==> src/rtl/grant_pkg.sv <==
// rtl/grant_pkg.sv - shared defaults, channel constants and grant classification type
package grant_pkg;

    localparam int NUM_CH_DEF = 3;
    localparam int IDX_W_DEF  = 2;

    localparam logic [IDX_W_DEF-1:0] CH0 = 2'd0;
    localparam logic [IDX_W_DEF-1:0] CH1 = 2'd1;
    localparam logic [IDX_W_DEF-1:0] CH2 = 2'd2;

    typedef enum logic [1:0] {
        GR_NONE   = 2'd0,
        GR_ONEHOT = 2'd1,
        GR_MULTI  = 2'd2
    } grant_class_e;

endpackage

==> src/rtl/onehot_to_idx.sv <==
// rtl/onehot_to_idx.sv - combinational one-hot grant to binary index decoder with classification
module onehot_to_idx
    import grant_pkg::*;
#(
    parameter int NUM_CH = NUM_CH_DEF,
    parameter int IDX_W  = IDX_W_DEF
) (
    input  logic [NUM_CH-1:0] i_grant,
    output logic [IDX_W-1:0]  o_idx,
    output grant_class_e      o_cls
);

    logic [3:0] w_ones;

    // Count set bits and report the highest set bit's index; for a legal
    // one-hot vector that is simply the granted channel.
    always_comb begin
        w_ones = '0;
        o_idx  = '0;
        for (int i = 0; i < NUM_CH; i++) begin
            if (i_grant[i]) begin
                w_ones = w_ones + 4'd1;
                o_idx  = IDX_W'(i);
            end
        end
        if (w_ones == 4'd0) begin
            o_cls = GR_NONE;
        end else if (w_ones == 4'd1) begin
            o_cls = GR_ONEHOT;
        end else begin
            o_cls = GR_MULTI;
        end
    end

endmodule

==> src/rtl/grant_decoder_fifo.sv <==
// rtl/grant_decoder_fifo.sv - grant vector decoder with index FIFO, saturating counters and multi-hot error
module grant_decoder_fifo
    import grant_pkg::*;
#(
    parameter int NUM_CH = NUM_CH_DEF,
    parameter int IDX_W  = IDX_W_DEF,
    parameter int DEPTH  = 2,
    parameter int CNT_W  = 8
) (
    input  logic              clk,
    input  logic              rst,
    input  logic [NUM_CH-1:0] grant_in,
    input  logic              grant_valid,
    output logic              grant_ready,
    output logic [IDX_W-1:0]  idx_out,
    output logic              idx_valid,
    input  logic              idx_ready,
    output logic              err_multi,
    input  logic              err_clr,
    input  logic [IDX_W-1:0]  cnt_sel,
    output logic [CNT_W-1:0]  cnt_out,
    input  logic              cnt_clr
);

    localparam int AW = $clog2(DEPTH);

    logic [AW:0]       r_wr_ptr;
    logic [AW:0]       r_rd_ptr;
    logic [IDX_W-1:0]  r_mem [DEPTH];
    logic [CNT_W-1:0]  r_cnt [NUM_CH];
    logic              r_err;

    logic [IDX_W-1:0]  w_idx;
    grant_class_e      w_cls;
    logic              w_full;
    logic              w_empty;
    logic              w_accept;
    logic              w_push;
    logic              w_pop;

    onehot_to_idx #(
        .NUM_CH (NUM_CH),
        .IDX_W  (IDX_W)
    ) u_dec (
        .i_grant (grant_in),
        .o_idx   (w_idx),
        .o_cls   (w_cls)
    );

    // Same address with differing wrap bits means the writer lapped the reader.
    assign w_full   = (r_wr_ptr[AW-1:0] == r_rd_ptr[AW-1:0]) && (r_wr_ptr[AW] != r_rd_ptr[AW]);
    assign w_empty  = (r_wr_ptr == r_rd_ptr);

    // Ready depends only on registered pointers, never on idx_ready.
    assign grant_ready = !w_full;
    assign w_accept    = grant_valid && grant_ready;
    assign w_push      = w_accept && (w_cls == GR_ONEHOT);
    assign idx_valid   = !w_empty;
    assign w_pop       = idx_valid && idx_ready;
    assign idx_out     = r_mem[r_rd_ptr[AW-1:0]];
    assign err_multi   = r_err;

    // FIFO storage and pointers; storage is reset so idx_out never shows X.
    always_ff @(posedge clk or posedge rst) begin
        if (rst) begin
            r_wr_ptr <= '0;
            r_rd_ptr <= '0;
            for (int i = 0; i < DEPTH; i++) begin
                r_mem[i] <= '0;
            end
        end else begin
            if (w_push) begin
                r_mem[r_wr_ptr[AW-1:0]] <= w_idx;
                r_wr_ptr                <= r_wr_ptr + (AW+1)'(1);
            end
            if (w_pop) begin
                r_rd_ptr <= r_rd_ptr + (AW+1)'(1);
            end
        end
    end

    // Per-channel saturating grant counters; clear beats a same-cycle increment.
    always_ff @(posedge clk or posedge rst) begin
        if (rst) begin
            for (int i = 0; i < NUM_CH; i++) begin
                r_cnt[i] <= '0;
            end
        end else if (cnt_clr) begin
            for (int i = 0; i < NUM_CH; i++) begin
                r_cnt[i] <= '0;
            end
        end else if (w_push) begin
            for (int i = 0; i < NUM_CH; i++) begin
                if ((w_idx == IDX_W'(i)) && (r_cnt[i] != {CNT_W{1'b1}})) begin
                    r_cnt[i] <= r_cnt[i] + CNT_W'(1);
                end
            end
        end
    end

    // Sticky multi-hot flag; a new illegal grant outranks a same-cycle clear.
    always_ff @(posedge clk or posedge rst) begin
        if (rst) begin
            r_err <= 1'b0;
        end else if (w_accept && (w_cls == GR_MULTI)) begin
            r_err <= 1'b1;
        end else if (err_clr) begin
            r_err <= 1'b0;
        end
    end

    // Counter read mux; selects beyond the channel count read as zero.
    always_comb begin
        cnt_out = '0;
        for (int i = 0; i < NUM_CH; i++) begin
            if (cnt_sel == IDX_W'(i)) begin
                cnt_out = r_cnt[i];
            end
        end
    end

endmodule

==> config.mk <==
export PLATFORM = sky130hd
export DESIGN_NAME = grant_decoder_fifo
export DESIGN_NICKNAME = d
export VERILOG_FILES = /design/src/rtl/grant_pkg.sv /design/src/rtl/onehot_to_idx.sv /design/src/rtl/grant_decoder_fifo.sv
export SDC_FILE = /design/constraint.sdc
export NUM_CORES = 1
export LEC_CHECK = 0
export ABC_AREA = 1
export BUFFER_PORTS_ARGS = -buffer_cell sky130_fd_sc_hd__buf_2
export CAP_MARGIN = 30
export CORE_UTILIZATION = 34
export CTS_CLUSTER_SIZE = 10
export DETAILED_ROUTE_END_ITERATION = 6
export PLACE_DENSITY = 0.51
export SYNTH_ARGS = -nofsm -noshare
export SYNTH_HDL_FRONTEND = slang
export SYNTH_SLANG_ARGS = --single-unit
==> constraint.sdc <==
create_clock -name clk -period 1.7 [get_ports clk]
set_input_delay 0.34 -clock clk [delete_from_list [all_inputs] [get_ports clk]]
set_output_delay 0.34 -clock clk [all_outputs]
set_load 0.05 [all_outputs]
# After elaboration in Yosys (flattened, before gate mapping)
# Index checks and enable logic that the tools add are counted.
# totals
ff_bits,33
output_inout_bits,13
# op_classes
add_sub_neg,7
order_cmp,3
n_eq_ne,13
mux,23
bitwise_logic,2
reduce_logical,22
# op_table
op,count
24-bit 2-to-1 mux,2
8-bit 2-to-1 mux,6
"8-bit by 1-bit adder with 8-bit output, second input constant",3
"8-bit inequality test, second input constant",3
2-bit 2-to-1 mux,7
2-bit nonzero test,5
1-bit logical AND,9
4-bit 2-to-1 mux,2
"2-bit by 1-bit == test with 1-bit output, second input constant",3
"2-bit == test, second input constant",3
2-bit AND reduction,3
"2-bit by 1-bit adder with 2-bit output, second input constant",2
"4-bit by 1-bit adder with 4-bit output, second input constant",1
4-bit bitwise mux,1
"4-bit by 1-bit == test with 1-bit output, second input constant",1
"2-bit >= comparator, second input constant",2
2-bit zero test,2
4-bit zero test,1
1-bit 2-to-1 mux,4
1-bit NOT with 2-bit output,2
"1-bit by 1-bit adder with 2-bit output, second input constant",1
2-bit demux with 1-bit select,1
2-bit == test,1
1-bit zero test,2
3 further kinds,3

# Logic depth before layout (Yosys ltp)
# Gate-level depths: netlist of the first run.
# logic_depth
depth_word,12
ltp_mapped,11
depth_no_buf,10

# By module
# A second synthesis of the first run with hierarchy kept.
# unflattened
cells_unflattened,314
hier_area_um2,2184.6
# modules_own_cells
module,n_inst,cells_per_inst,area_per_inst_um2,seq_area_each_um2
grant_decoder_fifo,1,300,2093.3,825.8
onehot_to_idx,1,14,91.3,0.0

# Worst setup path after synthesis of the first run
# No wires, ideal clock.
# synth_timing
path_type,input-to-reg
from,input grant_in[0]
to,register r_cnt[11] (netlist bit)
setup_ps,65
arrival_ps,1645
required_time_ps,1635
slack_ps,-10
stages,10
path_cell_list,inv_1 > fa_1 > inv_1 > nand2_1 > nor2_2 > nand3_2 > nand2_4 > buf_8 > nand3_1 > nand2_1
# synth_between
elab_chain_len,12
word_cells_on_any_way,13
cone_classes,2 x add/sub; 2 x eq/ne; 5 x mux; 4 x reduce/logical
# synth_lines
element,line_no,rtl
start: declaration,grant_decoder_fifo.sv:12,"input logic [NUM_CH-1:0] grant_in,"
1-bit 2-to-1 mux *,onehot_to_idx.sv:21,if (i_grant[i]) begin
1-bit by 1-bit adder with 2-bit output,onehot_to_idx.sv:22,w_ones = w_ones + 4'd1;
4-bit 2-to-1 mux *,onehot_to_idx.sv:21,
4-bit by 1-bit adder with 4-bit output,onehot_to_idx.sv:22,
4-bit 2-to-1 mux *,onehot_to_idx.sv:21,
4-bit by 1-bit == test with 1-bit output,onehot_to_idx.sv:28,end else if (w_ones == 4'd1) begin
2-bit 2-to-1 mux,onehot_to_idx.sv:28,
2-bit 2-to-1 mux *,onehot_to_idx.sv:26,if (w_ones == 4'd0) begin
2-bit by 1-bit == test with 1-bit output *,grant_decoder_fifo.sv:57,assign w_push = w_accept && (w_cls == GR_ONEHOT);
1-bit logical AND *,grant_decoder_fifo.sv:57,
2-bit nonzero test (no source line) *,-,
2-bit AND reduction (no source line) *,-,
end signal: indexed assignment,grant_decoder_fifo.sv:95,r_cnt[i] <= r_cnt[i] + CNT_W'(1);
end: declaration,grant_decoder_fifo.sv:30,logic [CNT_W-1:0] r_cnt [NUM_CH];
# Every way passes the cells marked *; elsewhere a longest branch is shown, timed or not.
# A chain may end at the register's enable or synchronous reset.

# Final worst setup path of the first run
# layout_timing
from,register r_wr_ptr[1]
to,output grant_ready
# layout_between
elab_chain_len,3
# layout_lines
element,line_no,rtl
start: declaration,grant_decoder_fifo.sv:27,logic [AW:0] r_wr_ptr;
start signal: assignment,grant_decoder_fifo.sv:74,r_wr_ptr <= r_wr_ptr + (AW+1)'(1);
1-bit inequality test,grant_decoder_fifo.sv:51,assign w_full = (r_wr_ptr[AW-1:0] == r_rd_ptr[AW-1:0]) && (r_wr_ptr[AW] != r_rd_ptr[AW]);
1-bit logical AND,grant_decoder_fifo.sv:51,
1-bit zero test,grant_decoder_fifo.sv:55,assign grant_ready = !w_full;
end: declaration,grant_decoder_fifo.sv:14,"output logic grant_ready,"
# No other way between the ends.

==> results of run 1 <==
-- metrics by stage --
stage               utilization [%]  setup slack, ns  power (mW)  hold slack, ns
finish                         44.1           0.0937        2.82           0.126
CTS                            43.9          0.00936        2.83           0.154
global placement               42.1           -0.150        2.00           0.469
global route                   44.1          0.00682        2.99           0.179
floorplan                         -           0.0393        1.76           0.439
detailed placement             42.1           -0.161        2.02           0.470
-- cells in the final DEF (no fill, tap or decap), types with 3 or more instances in the layout --
master      n
nand2_1   115
nand3_1    54
nor2_1     34
dfrtp_1    32
inv_1      31
buf_4      27
buf_2      21
nand4_1    10
nand3_2     9
xor2_1      6
clkbuf_8    6
o21ai_1     5
ha_1        5
nand2_2     4
nand2_4     4
inv_2       3
a21oi_2     3
xnor2_1     3
-- where the power goes --
part / internal [mW] / total, mW / switching, mW / leakage (nW)
registers: 0.894 / 0.984 / 0.0900 / 0.445
logic: 0.325 / 1.05 / 0.728 / 0.978
clock network: 0.478 / 0.787 / 0.308 / 0.0585
total: 1.70 / 2.82 / 1.13 / 1.48
-- synth_stat cells (2+ instances only) --
cell type,count
ha_1,5
a21oi_2,3
dfrtp_1,33
xnor2_1,3
buf_1,2
nand2_4,4
nand2_1,115
xor2_1,6
o21ai_1,5
inv_1,31
nand2_2,4
nor2_1,34
nand3_1,55
nand3_2,8
inv_2,3
buf_2,2
nand4_1,10
-- final timing paths --
path	startpoint	endpoint	depth (start not counted)
max reg2reg	r_cnt[0]$_DFFE_PP0P_	r_cnt[3]$_DFFE_PP0P_	7
min in group clk	err_clr	err_multi$_DFFE_PP0P_	2
max	r_wr_ptr[1]$_DFFE_PP0P_	grant_ready	5
min	rst	r_cnt[12]$_DFFE_PP0P_	3
max in group asynchronous	rst	r_rd_ptr[0]$_DFFE_PP0P_	3
min reg2reg	r_mem[0]$_DFFE_PP0P_	r_mem[0]$_DFFE_PP0P_	2
-- what timing repair did --
action	in CTS	in global routing
hold buffers	0	0
gates resized for setup	1	5
endpoints found under the setup margin	1	2
-- kinds of logic after synthesis --
kind of cell    share of synthesized area (%)
buf+inv                                  7.46
compound gates                           4.21
flops                                    35.2
fa+ha+maj                                3.52
xor+xnor                                 3.36
simple gates                             46.3
-- state kept, by name (all words and copies together) (netlist names) --
signal,flops
r_mem,4
r_rd_ptr,2
r_cnt,24
err_multi,1
r_wr_ptr,2
-- routing by layer --
metal	wire (um)	part of all wire, %	vias up	GRT usage, %
li1	-	-	1186	-
met1	3000	49	1015	25.2
met2	2790	46	39	28.4
met3	242	4.0	7	3.70
met4	55	0.90	0	5.39
met5	0	0	-	0
-- worst max-delay path: stages (launching register included) --
cell,delay [ns]
dfrtp_1,0.40
inv_1,0.08
nand2_1,0.09
nand2_2,0.13
nand2_4,0.08
buf_4,0.19
-- final cells by class --
type / count / area [um^2] / share of cell area (%)
timing repair buffer: 50 / 339 / 11.8
tap: 77 / 96.3 / 3.37
multi-input combinational: 263 / 1360 / 47.4
inverter: 34 / 128 / 4.46
clock inverter: 1 / 30.0 / 1.05
sequential: 33 / 827 / 28.9
clock buffer: 7 / 86.3 / 3.02
==> impl_metrics.ini, run 1 <==
[outcome]
status = complete, no violations

[global_route]
grt_pass1_vias = 2120
grt_pass1_wl_mm = 10.4
antenna_found_initial = 0
grt_use_total_pct = 18.1
grt_max_degree = 34
grt.overflow.total = 0

[yosys]
ys_warn_count = 0
synth-seq-cells = 33
synth_area_leader_cell = dfrtp_1
synth_edf_count = 0
avgSynthCellArea_um2 = 6.97
ys.flop_type = dfrtp_1
synth_nets = 354
synth_cell_types = 31
synth.top_cell.area_share_pct = 35.2
netlist_area_mm2 = 0.00235
netlist_instances = 337
synthTopCellsByArea = dfrtp_1 (35%), nand2_1 (18%), nand3_1 (12%)
ys_seq_area_share_pct = 35.2
async_reset_ff_share_pct = 100

[floorplan]
fp.coreArea_mm2 = 0.00649
start_util_pct = 36.1
ios = 24
fp.dieH_um = 85.1
fp.dieW_um = 85.1
rows = 29
dieArea_mm2 = 0.00724

[drt]
ant_nets = 0
dr.pass1.iters = 4
vias = 2247
drt_wl_total_mm = 6.08
wl_per_cell_um = 13.1
viasPerCell = 4.83
drtIter0Drc = 87
drc_errors = 0

[hold_path]
hold_class = primary input to async pin

[worst_setup_path]
end_kind = output port
worstPathArrival_ns = 1.27
critPathMaxFanout = 3
worst_setup_path_start_kind = flip-flop
crit_type = flip-flop to output port
r2r_setup_slack_ns = 0.12
critical_path_required_ns = 1.36

[power]
leakage_nw = 1.48
peakVddDrop_v = 0.000332
p_per_area_mw_per_mm2 = 986

[finish]
nNetsFinal = 404
nFillCells = 681
antenna_cells = 0
final_cells = 465
design_area_mm2 = 0.00286
drive_gt1_share_pct = 21.6
area_delta_synth_final_pct = 22.0

[job]
cap_violations = 0

[cts]
cts_tree = built
cts_setup_buffers = 0
path_clk_slew_ns = 0.07
clock_path_buffers = 2
numCtsBuffers = 5
cts_root_buf = clkbuf_8
cts-htree-levels = 2
clk_latency_ns = 0.29
cts_num_sinks = 33

[place]
gp_congestion = 0.834
placedCellCount = 457
dp_hpwl_mm = 4.64
portBuffers = 23
placed_area_mm2 = 0.00273

[sta]
drv_slew = 0
fin_tns_setup_ns = 0
final-hold-violation-count = 0
grt_setup_unrepaired = false
setup_violations = 0
worstMarginPinSlew_ns = 0.452
final.period_utilization_pct = 94.5
max_slew_margin_pct = 69.9
fin_skew_ns = 0.00778
layout_min_cycle_time_ns = 1.61
fmax_mhz = 623
(Power assumes the default switching activity.)
==> run 2: changes to the inputs <==
ABC_AREA = 0   (was 1)
==> run 2 against run 1 <==
Flip-flop and latch count did not move. Total power up 14%. The flow now finishes with violations (negative setup slack). Critical path type is now primary input to flip-flop. Critical path depth rose by 3. Fmax fell by 14%. Highest routed layer unchanged. Combinational power is 57% higher.
==> impl_metrics.ini, run 2 <==
[drt]
vias = 1734
ant_nets = 0
drt_wl_total_mm = 4.99
dr.pass1.iters = 4
wl_per_cell_um = 14.2
drtIter0Drc = 61
drc_errors = 0
viasPerCell = 4.95

[finish]
regMostFlops = r_cnt
design_area_mm2 = 0.00292
final_common_cell = buf_4
largest_reg_flops = 24
antenna_cells = 0
drive_gt1_share_pct = 44.6
final_cell_mix = buf_4 (43), dfrtp_1 (33), nor2_1 (19)
area_delta_synth_final_pct = 49.1
reg_top3 = r_cnt (24), r_mem (4)
nNetsFinal = 294

[cts]
cts-htree-levels = 2
numCtsBuffers = 5
clock_path_buffers = 2
cts_num_sinks = 33
clk_latency_ns = 0.29
hold_buffers = 0
path_clk_slew_ns = 0.07
cts_root_buf = clkbuf_8
cts_tree = built

[sta]
layout_min_cycle_time_ns = 1.86
final.period_utilization_pct = 109
setup_violations = 26
grt_setup_unrepaired = true
max_slew_margin_pct = 70.9
fmax_mhz = 538
worstMarginPinSlew_ns = 0.436
drv_slew = 0
hold-worst-slack_ns = 0.142
final-hold-violation-count = 0
fin_ws_ns = -0.158
fin_skew_ns = 0.00507

[place]
dp_hpwl_mm = 3.34
gp_congestion = 0.790
dp_slack_ns = -0.550
portBuffers = 23
placed_area_mm2 = 0.00251

[floorplan]
fp.dieW_um = 77.8
fp.dieH_um = 77.8
rows = 27
dieArea_mm2 = 0.00606
ios = 24
fp.coreArea_mm2 = 0.00554
start_util_pct = 35.3

[global_route]
grt.overflow.total = 0
grt_pass1_wl_mm = 8.15
grt_pass1_vias = 1750
antenna_found_initial = 0
grt_use_total_pct = 17.5
grt_max_degree = 34

[yosys]
ys_warn_count = 0
synthAdderAreaFrac_pct = 4.22
ys.flop_type = dfrtp_1
synth-compound-area-share_pct = 10.9
synth_edf_count = 0
netlist_area_mm2 = 0.00196
synth_common_cells = dfrtp_1 (33), nor2_1 (22), nand2_1 (16)
synth_area_leader_cell = dfrtp_1
synth-seq-cells = 33
synth-simple-area-share_pct = 21.0
synth_cell_types = 35
synthTopCellsByArea = dfrtp_1 (42%), xor2_1 (5.8%), mux2i_1 (5.6%)
synthXorXnorAreaFrac_pct = 8.51
async_reset_ff_share_pct = 100
synth.top_cell.area_share_pct = 42.2
yosysMostFrequentCell = dfrtp_1
ys_seq_area_share_pct = 42.2
synthMuxAreaShare_pct = 9.66
avgSynthCellArea_um2 = 9.73
netlist_instances = 201
synth_nets = 218
synth_top_family_by_area = simple AND/OR/NAND/NOR gates

[worst_setup_path]
worst-path-buf-inv = 3
critical_path_required_ns = 1.92
critPathMaxFanout = 6
worst_setup_path_start_kind = primary input
crit_type = primary input to flip-flop
slowest_delay_ns = 0.50
cp_slowest_cell = fa_1
cp.depth = 8
r2r_cells = 6
crit_chain = buf_8 > inv_4 > fa_1 > a221oi_4 > buf_12 > nand3_4 > or4_4 > a21oi_2
critPathTopFamily = simple AND/OR/NAND/NOR gates
end_kind = flip-flop
worstPathArrival_ns = 2.08

[outcome]
status = complete, but fails checks
violations = negative setup slack

[power]
leakage_nw = 1.36
peakVddDrop_v = 0.000730
p_per_area_mw_per_mm2 = 1100

[hold_path]
hold_class = primary input to async pin

[job]
cap_violations = 0
[run 2: cell count changes after synthesis, sizes merged, moves of 7 or more]
cell,previous run,this run
nor2,36,22
mux2i,0,11
mux2,0,7
inv,34,7
xor2,6,13
nand2,123,16
nand3,63,11
[run 2: path summary, 6_finish.rpt]
check / startpoint / to / slack (ns)
hold reg to reg: r_mem[0]$_DFFE_PP0P_ / r_mem[0]$_DFFE_PP0P_ / 0.52
setup / recovery: grant_in[1] / r_cnt[7]$_DFFE_PP0P_ / -0.16
hold / removal: rst / r_cnt[6]$_DFFE_PP0P_ / 0.14
setup reg to reg: r_rd_ptr[0]$_DFFE_PP0P_ / r_cnt[7]$_DFFE_PP0P_ / -0.06
max in group asynchronous: rst / r_cnt[18]$_DFFE_PP0P_ / 1.25
min in group clk: err_clr / err_multi$_DFFE_PP0P_ / 0.24
[run 2: what timing repair did]
item / in CTS / in global routing
pin swaps: 13 / 13
gates resized for setup: 23 / 33
cloned: 1 / 0
setup buffers: 5 / 7
setup endpoints to repair: 21 / 33
[run 2: layout make-up]
| type | count | area [um^2] |
|---|---|---|
| Timing Repair Buffer | 78 | 659 |
| Sequential cell | 33 | 826 |
| Inverter | 7 | 31.3 |
| Tap cell | 72 | 90.1 |
| Multi-Input combinational cell | 152 | 1230 |
| Fill cell | 525 | 2620 |
| Clock buffer | 8 | 80.1 |
[run 2: tightest hold or removal path, cell delays in order]
cell   delay, ns
buf_2       0.09
inv_1       0.04
buf_4       0.38
[run 2: power breakdown]
part           leakage, nW  switching, mW  internal, mW
Sequential           0.445         0.0922         0.897
Clock               0.0395          0.289         0.291
Combinational        0.880          0.877         0.774
[run 2: cells by family (layout without fill, tap and decap cells)]
| group | Yosys count | after routing |
|---|---|---|
| compound gates | 29 | 29 |
| xor+xnor | 19 | 19 |
| fa+ha+maj | 6 | 6 |
| buf+inv | 16 | 93 |
| flops | 33 | 33 |
| mux | 18 | 18 |
| simple gates | 80 | 80 |
[run 2: metrics by stage]
step                      std cells  utilization (%)  setup TNS, ns  total power [mW]
after floorplan                 201                -          -7.42              1.80
after global placement          330             45.3          -9.77              2.21
after detailed placement        330             45.3         -10.11              2.22
after CTS                       344             49.5          -1.59              3.06
after global routing            350             52.6          -3.77              3.37
final                           350             52.6          -2.12              3.22
[run 2: routing by layer]
metal  vias up  part of all wire (%)  GRT usage (%)  wire [um]
met5         -                     0              0          0
met4         0                  0.50           4.53         25
met3         4                   3.2           3.76        158
met2        23                    52           30.5       2570
met1       848                    45           21.8       2230
li1        859                     -              -          -
==> run 3: changes to the inputs <==
BUFFER_PORTS_ARGS = default   (was -buffer_cell sky130_fd_sc_hd__buf_2)
DONT_BUFFER_PORTS = 1   (was default)
PLACE_DENSITY = 0.48   (was 0.51)
==> run 3 against run 2 <==
The flow still finishes with violations (negative setup slack). Sequential power barely moved. Design area is 5.5% lower. Critical endpoint is now r_cnt[20]$_DFFE_PP0P_. Count of clock-buffer cells in the layout is 2 lower. Clock power is 0.7% lower. Fmax up 0.66%. Highest routed layer unchanged.
==> impl_metrics.ini, run 3 (synthesized netlist as in run 2, its figures left out) <==
[worst_setup_path]
end_kind = flip-flop
r2r_setup_slack_ns = -0.03
worst_setup_path_start_kind = primary input
critPathMaxFanout = 5
crit_type = primary input to flip-flop
r2r_cells = 6
worst_r2r_startpoint = r_cnt[0]$_DFFE_PP0P_
r2r_end = r_cnt[5]$_DFFE_PP0P_
critical_path_required_ns = 1.92
worstPathArrival_ns = 2.06

[place]
gp_congestion = 0.852
portBuffers = 0
placed_area_mm2 = 0.00236
dp_slack_ns = -0.497
dp_hpwl_mm = 3.65

[sta]
worstMarginPinSlew_ns = 0.471
fin_ws_ns = -0.146
fmax_mhz = 542
setup_violations = 17
grt_setup_unrepaired = true
drv_slew = 0
hold-worst-slack_ns = 0.0364
final-hold-violation-count = 0
fin_skew_ns = 0.00453
layout_min_cycle_time_ns = 1.85
max_slew_margin_pct = 68.6
final.period_utilization_pct = 109

[global_route]
grt.overflow.total = 0
grt_pass1_wl_mm = 8.56
grt.busiest_layer = met2
grt_use_met1_pct = 23.3
grtUsageMet2_pct = 30.8
grt_use_total_pct = 18.6
grt_max_degree = 34
grt_pass1_vias = 1759
grtUsageMet3_pct = 3.88
antenna_found_initial = 0

[floorplan]
rows = 27
fp.dieW_um = 77.8
fp.dieH_um = 77.8
ios = 24
start_util_pct = 35.3
fp.coreArea_mm2 = 0.00554
dieArea_mm2 = 0.00606

[power]
p_per_area_mw_per_mm2 = 1140
p_total_mw = 3.15
peakVddDrop_v = 0.00110
leakage_nw = 1.21

[finish]
regMostFlops = r_cnt
design_area_mm2 = 0.00276
area_delta_synth_final_pct = 40.9
nFillCells = 536
final_common_cell = buf_4
antenna_cells = 0
multiInputGateArea_mm2 = 0.00131
seqCellArea_um2 = 826
largest_reg_flops = 24
nNetsFinal = 265
drive_gt1_share_pct = 40.2
final_cell_mix = buf_4 (41), dfrtp_1 (33), nor2_1 (19)
reg_top3 = r_cnt (24), r_mem (4)

[hold_path]
hold_class = primary input to async pin

[drt]
dr.pass1.iters = 4
vias = 1633
ant_nets = 0
viasPerCell = 5.09
wl_per_cell_um = 15.9
drtIter0Drc = 76
drt_wl_total_mm = 5.11
drc_errors = 0

[cts]
cts_tree = built
numCtsBuffers = 5
cts-htree-levels = 2
cts_num_sinks = 33
hold_buffers = 0
clk_latency_ns = 0.29
clock_path_buffers = 2
cts_root_buf = clkbuf_8
path_clk_slew_ns = 0.07

[outcome]
status = complete, but fails checks
violations = negative setup slack

[job]
cap_violations = 0
-- run 3: changes by cell type in the layout (fill, tap and decap cells not counted), sizes merged --
| cell | delta |
|---|---|
| buf | -29 |
| clkbuf | -2 |
| clkinv | +2 |
| clkinvlp | +1 |
| inv | -1 |
-- run 3: through the flow --
stage,utilization (%),setup TNS (ns),cells
after global placement,42.7,-8.44,306
after floorplan,-,-7.42,201
after global routing,49.8,-3.02,321
after CTS,47.0,-0.732,318
final,49.8,-1.21,321
after detailed placement,42.7,-11.02,306
-- run 3: report_power, final --
group          total [mW]  internal (mW)  switching, mW
combinational        1.55          0.732          0.816
clock               0.576          0.284          0.292
sequential           1.02          0.896          0.126
-- run 3: final cells by class --
class,instances,area share [%]
flip-flops and latches,33,30.0
clock buffers,6,2.63
multi-input cells,152,47.6
well taps,72,3.27
repair buffers,49,15.0
clock inverters,2,0.363
inverters,7,1.18
-- run 3: worst max-delay path by stage --
stage / slack, ns / start / end / cells past startpoint
detailed placement: -0.50 / grant_in[1] / r_cnt[5]$_DFFE_PP0P_ / 7
CTS: -0.10 / grant_in[1] / r_cnt[5]$_DFFE_PP0P_ / 7
finish: -0.15 / grant_in[1] / r_cnt[20]$_DFFE_PP0P_ / 9
global route: -0.20 / grant_in[1] / r_cnt[20]$_DFFE_PP0P_ / 9
global placement: -0.39 / grant_in[1] / r_cnt[5]$_DFFE_PP0P_ / 7
floorplan: -0.44 / grant_in[2] / r_cnt[5]$_DFFE_PP0P_ / 7
-- run 3: what timing repair did --
| item | in CTS | in global routing |
|---|---|---|
| buffers inserted | 4 | 3 |
| pin swaps | 15 | 14 |
| gates resized for setup | 24 | 28 |
| endpoints found under the setup margin | 29 | 33 |
-- run 3: critical path, cell delays in order --
cell        delay, ns
clkinvlp_4       0.10
fa_1             0.52
a221oi_4         0.21
buf_6            0.16
buf_4            0.11
buf_6            0.09
nand3_4          0.07
or3_4            0.33
a21oi_2          0.13
-- run 3: layer usage --
layer,part of all wire [%],vias to the layer above
li1,-,803
met1,44,791
met2,50,32
met3,3.3,7
met4,1.8,0
met5,0,-
